--- config.mk ---
export PLATFORM = sky130hd
export DESIGN_NAME = cla_serial_adder
export DESIGN_NICKNAME = d
export VERILOG_FILES = /design/src/rtl/cla_serial_adder.sv
export SDC_FILE = /design/constraint.sdc
export NUM_CORES = 1
export LEC_CHECK = 0
export CAP_MARGIN = 25
export CORE_UTILIZATION = 55
export CTS_CLUSTER_SIZE = 20
export DETAILED_ROUTE_END_ITERATION = 10
export PLACE_DENSITY = 0.86
export SLEW_MARGIN = 20
export SYNTH_ARGS = -nofsm -noshare
export SYNTH_HDL_FRONTEND = slang
export SYNTH_SLANG_ARGS = --single-unit
--- constraint.sdc ---
create_clock -name clk -period 6.2 [get_ports clk]
set_clock_uncertainty 0.15 [all_clocks]
set_input_delay 1.24 -clock clk [delete_from_list [all_inputs] [get_ports clk]]
set_output_delay 1.24 -clock clk [all_outputs]
set_load 0.01 [all_outputs]
--- src/rtl/cla_serial_adder.sv ---
// Multi-cycle WIDTH-bit adder: one 4-bit carry-lookahead slice per clock, start/done handshake.
// Optional subtract mode (adds port sub) is enabled by defining CLA_SERIAL_SUB_EN.
module cla_serial_adder #(
  parameter int WIDTH = 16  // multiple of 4, at least 8
) (
  input  logic             clk,
  input  logic             rst,
  input  logic             start,
  input  logic [WIDTH-1:0] a,
  input  logic [WIDTH-1:0] b,
  input  logic             cin,
`ifdef CLA_SERIAL_SUB_EN
  input  logic             sub,
`endif
  output logic             busy,
  output logic             done,
  output logic [WIDTH-1:0] sum,
  output logic             cout,
  output logic             ovf
);

  localparam int NS = WIDTH / 4;
  localparam int IW = $clog2(NS);
  localparam logic [IW-1:0] LAST_IDX = IW'(NS - 1);

  typedef enum logic [1:0] {IDLE, RUN, DONE} state_t;

  state_t           state_q, state_d;
  logic [WIDTH-1:0] a_q, a_d, b_q, b_d, wsum_q, wsum_d;
  logic [WIDTH-1:0] sum_q, sum_d;
  logic [IW-1:0]    idx_q, idx_d;
  logic             carry_q, carry_d;
  logic             busy_q, busy_d, done_q, done_d, cout_q, cout_d, ovf_q, ovf_d;

  logic [3:0]       p, g, c, slice_sum;
  logic             grp_p, grp_g, carry_next;
  logic [WIDTH-1:0] wsum_next;
  logic [WIDTH-1:0] b_load;
  logic             carry_load;

  // Operands shift right one slice per cycle, so the active slice is always bits [3:0].
  always_comb begin
    p = a_q[3:0] ^ b_q[3:0];
    g = a_q[3:0] & b_q[3:0];
    c[0] = carry_q;
    c[1] = g[0] | (p[0] & carry_q);
    c[2] = g[1] | (p[1] & g[0]) | (p[1] & p[0] & carry_q);
    c[3] = g[2] | (p[2] & g[1]) | (p[2] & p[1] & g[0]) | (p[2] & p[1] & p[0] & carry_q);
    grp_g = g[3] | (p[3] & g[2]) | (p[3] & p[2] & g[1]) | (p[3] & p[2] & p[1] & g[0]);
    grp_p = &p;
    carry_next = grp_g | (grp_p & carry_q);
    slice_sum = p ^ c;
    wsum_next = {slice_sum, wsum_q[WIDTH-1:4]};
  end

`ifdef CLA_SERIAL_SUB_EN
  assign b_load     = sub ? ~b : b;
  assign carry_load = sub | cin;
`else
  assign b_load     = b;
  assign carry_load = cin;
`endif

  always_comb begin
    state_d = state_q;
    a_d     = a_q;
    b_d     = b_q;
    wsum_d  = wsum_q;
    idx_d   = idx_q;
    carry_d = carry_q;
    busy_d  = busy_q;
    done_d  = 1'b0;
    sum_d   = sum_q;
    cout_d  = cout_q;
    ovf_d   = ovf_q;
    case (state_q)
      IDLE, DONE: begin
        if (start) begin
          a_d     = a;
          b_d     = b_load;
          carry_d = carry_load;
          idx_d   = '0;
          wsum_d  = '0;
          busy_d  = 1'b1;
          state_d = RUN;
        end else begin
          state_d = IDLE;
        end
      end
      RUN: begin
        a_d     = a_q >> 4;
        b_d     = b_q >> 4;
        wsum_d  = wsum_next;
        carry_d = carry_next;
        idx_d   = idx_q + IW'(1);
        if (idx_q == LAST_IDX) begin
          // c[3] of the top slice is the carry into the MSB.
          sum_d   = wsum_next;
          cout_d  = carry_next;
          ovf_d   = c[3] ^ carry_next;
          busy_d  = 1'b0;
          done_d  = 1'b1;
          state_d = DONE;
        end
      end
      default: state_d = IDLE;
    endcase
  end

  always_ff @(posedge clk or posedge rst) begin
    if (rst) begin
      state_q <= IDLE;
      a_q     <= '0;
      b_q     <= '0;
      wsum_q  <= '0;
      idx_q   <= '0;
      carry_q <= 1'b0;
      busy_q  <= 1'b0;
      done_q  <= 1'b0;
      sum_q   <= '0;
      cout_q  <= 1'b0;
      ovf_q   <= 1'b0;
    end else begin
      state_q <= state_d;
      a_q     <= a_d;
      b_q     <= b_d;
      wsum_q  <= wsum_d;
      idx_q   <= idx_d;
      carry_q <= carry_d;
      busy_q  <= busy_d;
      done_q  <= done_d;
      sum_q   <= sum_d;
      cout_q  <= cout_d;
      ovf_q   <= ovf_d;
    end
  end

  assign busy = busy_q;
  assign done = done_q;
  assign sum  = sum_q;
  assign cout = cout_q;
  assign ovf  = ovf_q;

endmodule

==> summary by stage <==
Global routing
The first-pass GRT wire length is 8990 um. The initial antenna violation count is 0. The overall routing resource usage is 22.6%. The via count of the first global-routing pass is 2039. The global-route met1 utilization is 29.4%.

The remaining global-route overflow is 0. The met3 routing resource usage after global routing is 6.72%. Global routing consumed, on the met2 layer, 35.2% of the routing resources.

The maximum number of pins on one net before global-route repair is 70. The layer flagged by global routing as most heavily used is met2.

Yosys
The top cell type by area accounts for 61.5% of the synthesized area. In the synthesized netlist, the cells that appear most often are nand2_1, dfrtp_1, a22oi_1. By area the synthesized netlist is led by dfrtp_1, nand2_1, a22oi_1, a22o_1, ha_1. The number of instances in the synthesized netlist is 261. For this run, the leading register cell type out of synthesis is dfrtp_1. Of all flip-flops after synthesis, the portion carrying an async set or reset was 100%. When the netlist entered floorplanning its net count stood at 303. The count of flip-flops with a built-in enable after synthesis is 0.

The unique cell type count in the Yosys netlist is 28. The cell accounting for the most synthesized area is dfrtp_1. The most common cell in the netlist is nand2_1. For this run, the number of Yosys warnings is 0.

The synthesized cell area is 2810 um^2. The portion of the post-synthesis area used by sequential elements is 61.5%. The post-synthesis register bit count is 69. Dividing the synthesized area by the synthesized cell count gives 10.8 um^2.

Die
The area of the die is 5390 um^2. The number of placement rows is 25. In this run the horizontal extent of the chip is 73.5 um. After floorplanning, the core was sized to cover 4820 um^2. The total I/O pin count is 56. The initial core utilization is 58.3%. The die height is 73.5 um.

Timing
The achievable clock frequency is 333 MHz. Hold is met by 0.323 ns. The count of final setup violators is 0. Setup repair after global routing left no endpoint under its margin. The worst path uses 48.4% of the clock period. The final hold violation count is 0.

The transition time at the pin with the least slew margin is 0.971 ns. Subtracting the final worst setup slack from the clock period gives 3.00 ns. The worst slew slack as a fraction of its limit is 35.1%. After routing, the total negative slack on setup checks comes to 0 ns. The final-report max-slew violation count came to 0.

Clock network
The clock tree buffer depth is 2. TritonCTS built the clock tree. Once the clock tree was built, the setup fixing pass inserted 0 buffers.

The later pin in the worst-skew pair is clocked with a latency of 0.33 ns. The tree is rooted in a clkbuf_8. The number of gates resized after cts is 0.

In this run, post-CTS hold repair placed 0 buffers. Counting the buffers created by CTS gives 9. The clock-pin slew on the worst setup and hold paths is 0.07 ns.

The clock drives 69 sinks. The count of H-tree levels built during CTS is 3.

Routing
The wire length after detailed routing is 5170 um. The post-detailed-route via-to-cell ratio is 5.39. The violation count after the first detailed-route iteration is 135. Summing over every cut layer, the via total after detailed routing is 2070. In this run the remaining antenna-violating nets after routing total 0. The residual DRC count is 0. The per-cell routed wire length is 13.5 um. For this run, the detailed router's first-pass iteration total came to 4.

Critical path
The start-to-end type of the worst setup path is in2reg. The category of the worst setup path launch point is an input pin. The arrival time of data at the critical path endpoint is 3.12 ns. Of all nets on the critical path, the largest fanout is 46. The nature of the critical path endpoint is a flip-flop.

Data on the critical path is required at its endpoint by 6.32 ns. Tracing the worst setup path back leads to its startpoint at start. The beginning of the worst register-to-register path is state_q[1].

Placed design
Counting tap cells, the placed design contains a total of 370 instances. The congestion estimate from routability-driven global placement came to 0.703. The count of input and output buffers is 55. The total half-perimeter wirelength after legalization and detailed placement is 3240 um.

Hold path
The class of the tightest hold or removal check is reg2reg. In this run the most critical hold path is launched from sum[0].

Finish
The relative area change from synthesis to final layout is 26.1%. The sequential cells in the finished layout cover a total of 1730 um^2. The antenna diode instance count is 0. The filler cell count is 360.

The multi-input combinational cells in the finished layout cover a total of 988 um^2. The count of placed standard cells in the final layout, fillers left out is 384. The post-route core utilization is 73.5%. The number of nets in the layout is 356. The proportion of layout cells with a drive suffix above 1 is 7.26%.

Job
Across the run, the number of max-cap violations was 0.

Pwr
For this design the static power due to leakage is 0.00172 uW. The worst-case IR drop observed on VDD is 0.344 mV. Overall power consumption after layout is estimated at 1820 uW. For this design the ratio of total power to cell area is 514 nW/um^2.

Run status
The flow ran to the end, and the final reports show no timing, DRC or antenna violations.
[report_power, final]
| part | switching (uW) | leakage, uW | internal (uW) | total (uW) |
|---|---|---|---|---|
| Combinational | 387 | 0.000753 | 352 | 739 |
| Clock | 153 | 0.0000881 | 161 | 314 |
| Sequential | 118 | 0.000874 | 649 | 767 |
[cell usage in the layout, fill, tap and decap left out, types with 2 or more instances in the layout]
| cell | synthesis | layout |
|---|---|---|
| nor2_1 | 8 | 8 |
| a22o_1 | 20 | 20 |
| buf_4 | 4 | 2 |
| xor2_1 | 2 | 2 |
| clkinv_2 | 0 | 2 |
| o21ai_0 | 4 | 4 |
| a22oi_1 | 24 | 24 |
| o22ai_1 | 2 | 2 |
| inv_2 | 1 | 2 |
| a21oi_1 | 3 | 3 |
| clkbuf_8 | 0 | 11 |
| clkdlybuf4s50_1 | 0 | 55 |
| nand2_1 | 91 | 91 |
| dfrtp_1 | 69 | 69 |
| nand2b_1 | 3 | 3 |
| ha_1 | 5 | 5 |
[worst max-delay path: stages]
cell	delay, ns
clkdlybuf4s50_1	0.43
nor2b_2	0.16
buf_4	0.24
nor2_4	0.78
a22o_1	0.26
[area by class of cell]
| class | instances | area share [%] |
|---|---|---|
| Sequential cell | 69 | 48.8 |
| Multi-Input combinational cell | 174 | 27.9 |
| Timing Repair Buffer | 57 | 16.0 |
| Clock buffer | 12 | 4.38 |
| Tap cell | 67 | 2.37 |
| Inverter | 3 | 0.318 |
| Clock inverter | 2 | 0.283 |
[registers in the layout, indices dropped and copies added (netlist names)]
register	count
ovf	1
a_q	16
idx_q	2
wsum_q	12
carry_q	1
state_q	2
b_q	16
cout	1
done	1
sum	16
busy	1
[metrics by stage]
step | setup WS (ns) | instance area (um^2)
4_1_cts | 3.23 | 3540
2_1_floorplan | 3.07 | 2810
3_3_place_gp | 2.90 | 3380
3_5_place_dp | 2.86 | 3380
5_1_grt | 3.04 | 3540
6_report | 3.20 | 3540
[routing by layer]
| metal | share of wire (%) | vias to the layer above |
|---|---|---|
| met3 | 5.1 | 7 |
| met1 | 45 | 1005 |
| met5 | 0 | - |
| met4 | 1.7 | 0 |
| met2 | 48 | 63 |
| li1 | - | 995 |
[kinds of logic (layout without fill, tap and decap cells)]
logic type | count (synthesis) | count (layout) | synth area share [%]
compound gates | 57 | 57 | 15.6
xor+xnor | 3 | 3 | 0.936
fa+ha+maj | 6 | 6 | 2.94
buf+inv | 18 | 74 | 3.39
flops | 69 | 69 | 61.5
mux | 1 | 1 | 0.401
simple gates | 107 | 107 | 15.3
[final timing paths]
kind                              end  slack (ns)  cells after the start
setup / recovery           wsum_q[13]        3.20                      5
hold / removal                 sum[0]        0.32                      2
setup reg to reg              sum[14]        3.71                      4
hold reg to reg                sum[0]        0.32                      2
max in group asynchronous     a_q[15]        4.05                      3
min in group asynchronous        done        1.32                      3
Power figures use the tool's default switching activity.
